==> src/rtl/dispatcher_pkg.sv <==
// dispatcher_pkg: constants and types shared across the dispatcher back end.
//   N_REQ / TAG_W / DATA_W : number of CDB requesters, rename tag width, result width
//   UNIT_*                 : requester index of each execution-unit queue on the CDB
//   cdb_t                  : one CDB broadcast, as seen by the RST, RS and register file
package dispatcher_pkg;

  localparam int N_REQ  = 4;
  localparam int TAG_W  = 6;
  localparam int DATA_W = 32;
  localparam int SRC_W  = (N_REQ > 1) ? $clog2(N_REQ) : 1;

  localparam int UNIT_INT = 0;
  localparam int UNIT_MUL = 1;
  localparam int UNIT_DIV = 2;
  localparam int UNIT_LS  = 3;

  typedef struct packed {
    logic              valid;
    logic [TAG_W-1:0]  tag;
    logic [DATA_W-1:0] data;
    logic [SRC_W-1:0]  src;
  } cdb_t;

endpackage

==> src/rtl/rr_pick.sv <==
// rr_pick: combinational N-bit rotate-priority picker.
//   req   : request vector
//   start : index that has highest priority; the search runs upward and wraps
//   gnt   : one-hot grant (all zero when req is zero)
//   idx   : encoded index of the granted bit (0 when nothing is granted)
module rr_pick #(
  parameter int N  = 4,
  parameter int IW = (N > 1) ? $clog2(N) : 1
) (
  input  logic [N-1:0]  req,
  input  logic [IW-1:0] start,
  output logic [N-1:0]  gnt,
  output logic [IW-1:0] idx
);

  int unsigned pos;
  logic        found;

  // NOTE: every output and temporary gets a default at the top of the block so
  // no path through the loop leaves a value unassigned, which would infer a latch.
  always_comb begin
    gnt   = '0;
    idx   = '0;
    found = 1'b0;
    pos   = 0;
    for (int k = 0; k < N; k++) begin
      pos = int'(start) + k;
      if (pos >= N) pos = pos - N;
      if (!found && req[pos]) begin
        found    = 1'b1;
        gnt[pos] = 1'b1;
        idx      = IW'(pos);
      end
    end
  end

endmodule

==> src/rtl/cdb_arbiter.sv <==
// cdb_arbiter: grants the single Common Data Bus to one execution-unit queue per
// cycle and drives the registered broadcast consumed by the RST, RS and regfile.
//   clk, rst             : clock; asynchronous active-low reset
//   req_valid/tag/data   : per-unit completed result, unit i at slice i
//   flush                : suppress grant (and hence next broadcast) this cycle
//   grant                : one-hot combinational grant
//   cdb_valid/tag/data/src : registered broadcast, one cycle after grant
// Build option: CDB_ARB_RR_EN defined selects round-robin; undefined selects fixed
// priority with unit 0 highest.
module cdb_arbiter
  import dispatcher_pkg::*;
#(
  parameter int N_REQ  = dispatcher_pkg::N_REQ,
  parameter int TAG_W  = dispatcher_pkg::TAG_W,
  parameter int DATA_W = dispatcher_pkg::DATA_W,
  parameter int IW     = (N_REQ > 1) ? $clog2(N_REQ) : 1
) (
  input  logic                     clk,
  input  logic                     rst,
  input  logic [N_REQ-1:0]         req_valid,
  input  logic [N_REQ*TAG_W-1:0]   req_tag,
  input  logic [N_REQ*DATA_W-1:0]  req_data,
  input  logic                     flush,
  output logic [N_REQ-1:0]         grant,
  output logic                     cdb_valid,
  output logic [TAG_W-1:0]         cdb_tag,
  output logic [DATA_W-1:0]        cdb_data,
  output logic [IW-1:0]            cdb_src
);

  logic [N_REQ-1:0] pick_req;
  logic [IW-1:0]    start;
  logic [IW-1:0]    win;
  logic             granted;

  // Gating the request vector with rst keeps grant at zero during reset,
  // so no unit believes its result was consumed while the broadcast is held off.
  assign pick_req = req_valid & {N_REQ{rst & ~flush}};
  assign granted  = |grant;

`ifdef CDB_ARB_RR_EN
  logic [IW-1:0] ptr;

  assign start = ptr;

  // NOTE: sequential state is written with non-blocking assignments so every
  // register samples pre-edge values regardless of block ordering.
  always_ff @(posedge clk or negedge rst) begin
    if (!rst) begin
      ptr <= '0;
    end else if (granted) begin
      ptr <= (win == IW'(N_REQ - 1)) ? '0 : win + 1'b1;
    end
  end
`else
  assign start = '0;
`endif

  rr_pick #(
    .N  (N_REQ),
    .IW (IW)
  ) u_pick (
    .req   (pick_req),
    .start (start),
    .gnt   (grant),
    .idx   (win)
  );

  // Payload fields hold their last value when nothing is granted; only valid drops.
  always_ff @(posedge clk or negedge rst) begin
    if (!rst) begin
      cdb_valid <= 1'b0;
      cdb_tag   <= '0;
      cdb_data  <= '0;
      cdb_src   <= '0;
    end else begin
      cdb_valid <= granted;
      if (granted) begin
        cdb_tag  <= req_tag[win*TAG_W +: TAG_W];
        cdb_data <= req_data[win*DATA_W +: DATA_W];
        cdb_src  <= win;
      end
    end
  end

endmodule

==> config.mk <==
export PLATFORM = sky130hd
export DESIGN_NAME = cdb_arbiter
export DESIGN_NICKNAME = d
export VERILOG_FILES = /design/src/rtl/dispatcher_pkg.sv /design/src/rtl/rr_pick.sv /design/src/rtl/cdb_arbiter.sv
export SDC_FILE = /design/constraint.sdc
export NUM_CORES = 1
export LEC_CHECK = 0
export BUFFER_PORTS_ARGS = -buffer_cell sky130_fd_sc_hd__buf_2
export CELL_PAD_IN_SITES_DETAIL_PLACEMENT = 0
export CELL_PAD_IN_SITES_GLOBAL_PLACEMENT = 1
export CORE_MARGIN = 2
export CORE_UTILIZATION = 25
export DETAILED_ROUTE_END_ITERATION = 8
export PLACE_DENSITY = 0.9
export SYNTH_ARGS = -nofsm -noshare
export SYNTH_HDL_FRONTEND = slang
export SYNTH_SLANG_ARGS = --single-unit
==> constraint.sdc <==
create_clock -name clk -period 0.8 [get_ports clk]
set_input_delay 0.08 -clock clk [delete_from_list [all_inputs] [get_ports clk]]
set_output_delay 0.08 -clock clk [all_outputs]
set_load 0.005 [all_outputs]
Yosys cells after proc, flatten, opt, wreduce, memory -nomap -nowiden:

Cells that the tools add are included.

* bits in registers: 41
* logic and storage cells: 27
* input bits: 159

* multipliers: 1
* multiplexer cells: 10
* bitwise logic cells: 3
* reductions and logical operators: 7
* shift-type cells: 2

Operator list (count)
* indexed part select 128 x 8 -> 32 bit: 1
* indexed part select 24 x 6 -> 6 bit: 1
* two-way mux 2 bit: 3
* two-way mux 1 bit: 5
* bitwise AND 4 bit: 1
* multiplier 2 x 2 -> 4 bit (second input constant): 1
* two-way mux 4 bit: 1
* OR reduction 4 bit: 1
* logical AND 1 bit: 3
* logical NOT 1 bit: 3
* two-way mux 3 bit: 1
* bitwise AND 1 bit: 1
* inverter 1 bit: 1

Logic depth before layout (Yosys ltp):

Gate-level depths: netlist (run 1).

* depth in word-level cells: 15
* mapped depth: 6

By module:

Synthesis (run 1) repeated with hierarchy kept, for this count alone.

* cells, all modules: 190
* area total of the unflattened synthesis: 2931.6 um^2

Modules (own cells, without submodules)
* cdb_arbiter: cells each 139, times used 1, sequential area each 1026.0 um^2, area each 2453.6 um^2
* rr_pick: cells each 51, times used 1, sequential area each 0.0 um^2, area each 478.0 um^2

Worst setup path after synthesis (run 1):

No wires, ideal clock.

* path kind: input-to-reg
* from: in rst
* to: reg cdb_data[10]
* stages on the path: 6
* setup slack: -0.319 ns
* buffers on the path: 2
* setup time: 0.131 ns
* arrival time: 0.988 ns
* cell sequence: nor2b_2 -> nand2_1 -> buf_4 -> clkbuf_4 -> o211ai_2 -> a31oi_2

* longest elaborated chain between the ends: 13

Ends and longest elaborated chain
* start, declared: line cdb_arbiter.sv:19 `input logic rst,`
* bitwise AND 1 bit (*): line cdb_arbiter.sv:38 `assign pick_req = req_valid & {N_REQ{rst & ~flush}};`
* bitwise AND 4 bit (*): line cdb_arbiter.sv:38
* two-way mux 1 bit: line rr_pick.sv:29 `if (!found && req[pos]) begin`
* logical NOT 1 bit: line rr_pick.sv:29
* logical AND 1 bit: line rr_pick.sv:29
* two-way mux 1 bit: line rr_pick.sv:29
* logical NOT 1 bit: line rr_pick.sv:29
* logical AND 1 bit: line rr_pick.sv:29
* two-way mux 1 bit: line rr_pick.sv:29
* logical NOT 1 bit: line rr_pick.sv:29
* logical AND 1 bit: line rr_pick.sv:29
* two-way mux 2 bit / two-way mux 4 bit (equally long branches): line rr_pick.sv:29
* indexed part select 128 x 8 -> 32 bit / OR reduction 4 bit (equally long branches): line cdb_arbiter.sv:80, cdb_arbiter.sv:39
* end signal, assigned: line cdb_arbiter.sv:80 `cdb_data <= req_data[win*DATA_W +: DATA_W];`
* end, declared: line cdb_arbiter.sv:27 `output logic [DATA_W-1:0] cdb_data,`

Mark *: on every way between the ends. The rest lies on a longest branch, timed or not.
A chain may end at the register's enable or synchronous reset.

Final worst setup path (run 1):

* from: in req_valid[1]
* to: reg cdb_tag[1]

* longest elaborated chain between the ends: 11

Ends and longest elaborated chain
* start, declared: line cdb_arbiter.sv:20 `input logic [N_REQ-1:0] req_valid,`
* bitwise AND 4 bit (*): line cdb_arbiter.sv:38
* logical AND 1 bit (*): line rr_pick.sv:29
* two-way mux 1 bit: line rr_pick.sv:29
* logical NOT 1 bit: line rr_pick.sv:29
* logical AND 1 bit: line rr_pick.sv:29
* two-way mux 1 bit: line rr_pick.sv:29
* logical NOT 1 bit: line rr_pick.sv:29
* logical AND 1 bit: line rr_pick.sv:29
* two-way mux 2 bit: line rr_pick.sv:29
* multiplier 2 x 2 -> 4 bit: line cdb_arbiter.sv:79 `cdb_tag <= req_tag[win*TAG_W +: TAG_W];`
* indexed part select 24 x 6 -> 6 bit: line cdb_arbiter.sv:79
* end signal, assigned: line cdb_arbiter.sv:79
* end, declared: line cdb_arbiter.sv:26 `output logic [TAG_W-1:0] cdb_tag,`

Marked as above.

==> results of run 1 <==
## state kept, by name (all words and copies together), names as in the netlist
signal,cells
cdb_data,32
cdb_src,2
cdb_tag,6
cdb_valid,1
## final cells by class
class	instances	area (µm²)
inverter	3	16.3
clock inverter	2	10.0
multi-input combinational	203	1570
clock buffer	6	72.6
timing repair buffer	247	1620
fill	1016	5740
tap	136	170
sequential	41	1030
## per-layer routing
layer	vias up	part of all wire, %
met5	-	0
met2	162	54
met3	8	6.5
met4	0	1.1
met1	1564	39
li1	1537	-
## power groups by stage
stage               sequential [mW]  clock [mW]  combinational (mW)
floorplan                      2.65           0               0.680
global placement               2.61           0                1.70
detailed placement             2.62           0                1.75
CTS                            2.58        1.43                2.01
global route                   2.62        1.52                2.39
finish                         2.58        1.37                2.19
## cells in the final DEF, fill, tap and decap left out, types with 18 or more instances in the layout
cell type / instances
nand2_1: 29
buf_2: 193
buf_4: 30
dfrtp_1: 41
o221ai_1: 18
a31oi_1: 28
o221ai_2: 19
o211ai_1: 28
nor2_1: 38
## path summary, 6_finish.rpt
kind	to	start	slack, ns
worst max register to register	cdb_src[1]$_DFFE_PN0P_	cdb_src[1]$_DFFE_PN0P_	-0.06
worst min-delay path	cdb_data[24]$_DFFE_PN0P_	req_data[120]	0.02
max in group asynchronous	cdb_tag[1]$_DFFE_PN0P_	rst	0.11
worst min register to register	cdb_src[0]$_DFFE_PN0P_	cdb_src[0]$_DFFE_PN0P_	0.53
worst max-delay path	cdb_tag[1]$_DFFE_PN0P_	req_valid[1]	-0.27
min in group asynchronous	cdb_src[0]$_DFFE_PN0P_	rst	0.25
## logic make-up after synthesis
logic type             Yosys count
AO/OA/AOI/OAI                  119
buffers and inverters           31
flip-flops                      41
AND/OR/NAND/NOR                 84
## cell usage after synthesis (all sizes together)
cell | instances | share of area, %
dfrtp | 41 | 39
nand2 | 40 | 6.7
o211ai | 39 | 13
a31oi | 38 | 12
nor2 | 38 | 5.5
o221ai | 38 | 13
buf | 18 | 5.1
clkbuf | 10 | 1.6
inv | 3 | 0.43
o21ai | 3 | 0.72
and2 | 2 | 0.53
nor2b | 2 | 0.58
and3 | 1 | 0.24
nor4b | 1 | 0.91
o41a | 1 | 0.43
## metrics by stage
step	util, %	hold WS, ns
floorplan	-	-0.216
global placement	37.2	-0.118
detailed placement	37.2	-0.115
CTS	42.0	0.00935
global route	43.9	0.0117
finish	43.9	0.0206
## worst max-delay path, cell delays in order
cell and delay (ns):
buf_8 0.10, nor4b_4 0.28, buf_4 0.17, o21ai_4 0.10, buf_12 0.19, o221ai_1 0.19, a31oi_1 0.11
## repair_timing
| action | CTS | global route |
|---|---|---|
| cloned | 4 | 1 |
| resized for setup | 38 | 15 |
| endpoints found under the hold margin | 41 | 0 |
| setup endpoints to repair | 85 | 125 |
| hold buffers | 1 | 0 |
| pin swaps | 3 | 2 |
| buffers inserted | 11 | 13 |
==> results.sh, run 1 <==
export IMPL_status="complete, but fails checks"
export IMPL_violations="setup timing"
export IMPL_ys_ff_latch=41
export IMPL_grtUsageMet2_pct=33.5
export IMPL_worst_pin_slew_ns=0.390
export IMPL_antennaDiodeCount=0
export IMPL_wl_per_cell_um=16.8
export IMPL_routabilityCongestion=0.798
export IMPL_synth_mux_area_share_pct=0
export IMPL_design_area_um2=4490
export IMPL_io_buffers=203
export IMPL_cp_end_kind="register"
export IMPL_p_sw_mw=1.90
export IMPL_grt_ovfl_total=0
export IMPL_synth_xor_area_share_pct=0
export IMPL_yosys_area_share_simple_pct=14.5
export IMPL_intPower_mw=4.25
export IMPL_drt_iter0_drc=134
export IMPL_crit_path_start_kind="input port"
export IMPL_max_cap_violations=0
export IMPL_rows=37
export IMPL_start_util_pct=25.4
export IMPL_h_tree_depth=2
export IMPL_grt_pass1_vias=3206
export IMPL_drive_above_1_share_pct=62.5
export IMPL_grt_use_total_pct=17.6
export IMPL_p_sw_share_pct=30.9
export IMPL_top_usage_layer="met2"
export IMPL_final_cells=638
export IMPL_synth_nets=434
export IMPL_netlist_area_um2=2600
export IMPL_cts_tree="yes"
export IMPL_drv_slew=0
export IMPL_grtUsageMet1_pct=19.9
export IMPL_grt_pass1_wl_mm=15.8
export IMPL_antenna_found_initial=0
export IMPL_finClkSkew_ns=0
export IMPL_numCtsBuffers=5
export IMPL_p_seq_share_pct=42.0
export IMPL_die_width_um=106
export IMPL_fin_crit_ns=1.07
export IMPL_grt_setup_unrepaired="yes"
export IMPL_synthAdderAreaFrac_pct=0
export IMPL_syn_area_per_cell_um2=9.45
export IMPL_use_met3_pct=3.31
export IMPL_die_h_um=106
export IMPL_rr_worst_depth=4
export IMPL_critPathRequiredTime_ns=0.96
export IMPL_setup_viol=85
export IMPL_cts_buffer_depth=2
export IMPL_dp_slack_ns=-0.597
export IMPL_synth_distinct_cells=26
export IMPL_cp_arrival_ns=1.24
export IMPL_grt_max_degree=52
export IMPL_synth_compound_area_share_pct=38.9
export IMPL_synth_top_family_by_area="compound AO/OA/AOI/OAI gates"
export IMPL_dp_cells=600
export IMPL_dpl_hpwl_mm=7.20
export IMPL_postSynthCellCount=275
export IMPL_drc_errors=0
export IMPL_fmax_ghz=0.931
export IMPL_vias_per_cell=5.13
export IMPL_dieArea_um2=11200
export IMPL_power_leakage_nw=1.99
export IMPL_cts_sinks=41
export IMPL_clkPwrFrac_pct=22.3
export IMPL_wirelength_mm=10.7
export IMPL_crit_fanout=26
export IMPL_hold_viol_final=0
export IMPL_dpl_cell_area_um2=3800
export IMPL_ir_drop_v=0.000662
export IMPL_nets=660
export IMPL_cts_root_buf="clkbuf_8"
export IMPL_area_growth_pct=72.6
export IMPL_antenna_left=0
export IMPL_clk_pin_slew_ns=0.08
export IMPL_totalPowerFinal_mw=6.15
export IMPL_core_area_um2=10200
export IMPL_path_class="input port to register"
export IMPL_pin_count=204
export IMPL_dr_pass1_iters=4
export IMPL_fin_ws_ns=-0.274
export IMPL_synth_seq_area_share_pct=39.5
export IMPL_min_period_over_period_pct=134
export IMPL_powerDensity_nw_per_um2=1370
export IMPL_hold_path_depth=3
export IMPL_fin_tns_setup_ns=-13.11
export IMPL_comb_power_share_pct=35.6
export IMPL_insertion_delay_ns=0.29
export IMPL_via_count=3271
export IMPL_ys_warnings_count=0
export IMPL_worst_hold_path_type="input port to register"
export IMPL_max_slew_margin_pct=74.0
Power figures use the tool's default switching activity.
==> inputs of run 2 (changes only) <==
- ABC_AREA: not set -> 1
- CORE_UTILIZATION: 25 -> 28
- PLACE_DENSITY: 0.9 -> 0.93
- SLEW_MARGIN: not set -> 20
- clock period: 0.8 -> 1.1 ns (I/O delays scaled with it)
==> results.sh, run 2 <==
export IMPL_postSynthCellCount=642
export IMPL_cts_buffer_depth=2
export IMPL_worst_hold_path_type="input port to register"
export IMPL_clk_pin_slew_ns=0.06
export IMPL_comb_power_share_pct=38.5
export IMPL_cp_arrival_ns=0.99
export IMPL_via_count=4632
export IMPL_routabilityCongestion=0.777
export IMPL_insertion_delay_ns=0.28
export IMPL_fin_crit_ns=1.10
export IMPL_synth_async_reset_ratio_pct=100
export IMPL_min_period_over_period_pct=99.9
export IMPL_antenna_found_initial=0
export IMPL_hold_viol_final=0
export IMPL_synth_distinct_cells=19
export IMPL_cts_sinks=41
export IMPL_synth_nets=801
export IMPL_max_slew_margin_pct=61.1
export IMPL_numCtsBuffers=5
export IMPL_netlist_area_um2=3570
export IMPL_cts_tree="yes"
export IMPL_path_buf_inv=5
export IMPL_fmax_ghz=0.910
export IMPL_drc_errors=0
export IMPL_largest_register_ffs=32
export IMPL_grt_pass1_wl_mm=18.7
export IMPL_rows=41
export IMPL_crit_fanout=5
export IMPL_dieArea_um2=13700
export IMPL_cp_cell_sequence="buf_8, inv_4, nor2_4, o21ai_2, nand2_4, buf_12, inv_2, buf_6"
export IMPL_synth_edff_count=0
export IMPL_yosysMostFrequentCell="nand2_1"
export IMPL_wirelength_mm=13.9
export IMPL_synth_top_cell_area_share_pct=28.7
export IMPL_worst_pin_slew_ns=0.583
export IMPL_ir_drop_v=0.000521
export IMPL_crit_path_start_kind="input port"
export IMPL_synth_seq_area_share_pct=28.7
export IMPL_max_cap_violations=0
export IMPL_slowest_stage="nor2_4"
export IMPL_nets=1025
export IMPL_intPower_mw=3.80
export IMPL_area_growth_pct=65.4
export IMPL_status="completed"
export IMPL_core_area_um2=12500
export IMPL_synthFlopType="dfrtp_1"
export IMPL_critPathRequiredTime_ns=0.99
export IMPL_die_h_um=117
export IMPL_grt_pass1_vias=4007
export IMPL_power_leakage_nw=3.67
export IMPL_fillers=1364
export IMPL_fin_ws_ns=0.000618
export IMPL_drt_iter0_drc=311
export IMPL_pin_count=204
export IMPL_finClkSkew_ns=0
export IMPL_powerDensity_nw_per_um2=955
export IMPL_p_seq_share_pct=35.1
export IMPL_yosys_area_top_type="dfrtp_1"
export IMPL_p_sw_share_pct=32.7
export IMPL_clkPwrFrac_pct=26.4
export IMPL_syn_area_per_cell_um2=5.56
export IMPL_reg_top3="cdb_data: 32 flops, cdb_tag: 6 flops, cdb_src: 2 flops"
export IMPL_antennaDiodeCount=0
export IMPL_timing_hold_ws_ns=0.149
export IMPL_vias_per_cell=4.46
export IMPL_ys_ff_latch=41
export IMPL_die_width_um=117
export IMPL_setup_viol=0
export IMPL_final_cell_mix="buf_2, nand2_1, inv_1, nand3_1, dfrtp_1"
export IMPL_regToRegSetupSlack_ns=0.41
export IMPL_totalPowerFinal_mw=5.65
export IMPL_cp_end_kind="output port"
export IMPL_grt_setup_unrepaired="yes"
export IMPL_dpl_cell_area_um2=4920
export IMPL_synth_area_leaders="dfrtp_1, nand2_1, inv_1"
export IMPL_final_common_cell="buf_2"
export IMPL_dpl_hpwl_mm=8.36
export IMPL_largest_register="cdb_data"
export IMPL_start_util_pct=28.5
export IMPL_synth_common_cells="nand2_1, inv_1, nand3_1, dfrtp_1, nor2_1"
export IMPL_grt_max_degree=42
export IMPL_antenna_left=0
export IMPL_drv_slew=0
export IMPL_io_buffers=203
export IMPL_cp_top_family="buffers and inverters"
export IMPL_cts_root_buf="clkbuf_16"
export IMPL_path_class="input port to output port"
export IMPL_drive_above_1_share_pct=38.7
export IMPL_design_area_um2=5910
export IMPL_dp_slack_ns=-0.305
export IMPL_wl_per_cell_um=13.4
export IMPL_grt_ovfl_total=0
export IMPL_cp_slowest_stage_delay_ns=0.20
export IMPL_p_sw_mw=1.85
export IMPL_dr_pass1_iters=4
export IMPL_ys_warnings_count=0
export IMPL_h_tree_depth=2
export IMPL_grt_use_total_pct=16.9
==> run 2: cell count changes after synthesis, sizes merged, moves of 7 or more <==
cell / delta
o211ai: -39
buf: +7
nand3: +116
nand2: +156
inv: +160
a31oi: -38
a21oi: +39
o221ai: -38
==> run 2: final cells by class <==
class | instances | area, µm² | share of cell area [%]
clock buffers | 7 | 143 | 2.41
multi-input cells | 398 | 2010 | 33.9
repair buffers | 257 | 1910 | 32.2
well taps | 172 | 215 | 3.64
flip-flops and latches | 41 | 1030 | 17.4
inverters | 163 | 614 | 10.4
==> run 2: metal layers <==
| layer | global-route usage [%] | wire (µm) |
|---|---|---|
| met1 | 21.3 | 6230 |
| met2 | 30.2 | 6620 |
| met3 | 3.24 | 860 |
| met4 | 3.76 | 185 |
| met5 | 0 | 0 |
==> run 2: cells by family after synthesis <==
family / share of synthesized area (%)
simple gates: 42.4
buf+inv: 22.7
compound gates: 6.16
flops: 28.7
==> run 2: final timing paths <==
| kind | startpoint | to | cells past startpoint |
|---|---|---|---|
| max | rst | grant[3] | 8 |
| min | req_data[53] | cdb_data[21]$_DFFE_PN0P_ | 5 |
| max reg2reg | cdb_data[9]$_DFFE_PN0P_ | cdb_data[9]$_DFFE_PN0P_ | 2 |
| min reg2reg | cdb_data[20]$_DFFE_PN0P_ | cdb_data[20]$_DFFE_PN0P_ | 2 |
| max in group asynchronous | rst | cdb_src[0]$_DFFE_PN0P_ | 3 |
| min in group asynchronous | rst | cdb_data[9]$_DFFE_PN0P_ | 3 |
==> run 2: worst min-delay path: cells and delay by family <==
kind | cells | cell delay (ns)
buffers and inverters | 2 | 0.13
and+or+nand+nor | 2 | 0.09
AOI/OAI and AO/OA | 1 | 0.05
==> run 2: per-stage QoR <==
stage	utilization, %	TNS [ns]	cells
CTS	41.5	0	1013
finish	47.2	0	1038
floorplan	-	-0.270	642
detailed placement	39.3	-11.21	997
global placement	39.3	-9.02	997
global route	47.2	-1.32	1038
==> run 2: timing repair <==
action,CTS,global route
hold endpoints to repair,41,0
buffers inserted,7,7
gates resized for setup,5,75
endpoints found under the setup margin,2,41
gates cloned,1,18
hold buffers,1,0
pin swaps,4,35
==> run 2: power by group through the flow <==
stage                     clock, mW  sequential [mW]  combinational [mW]
after CTS                      1.54             1.98                1.79
after floorplan                   0             2.02               0.853
after global placement            0             2.00                1.74
final                          1.49             1.98                2.17
after detailed placement          0             2.00                1.76
after global routing           1.61             2.02                2.44
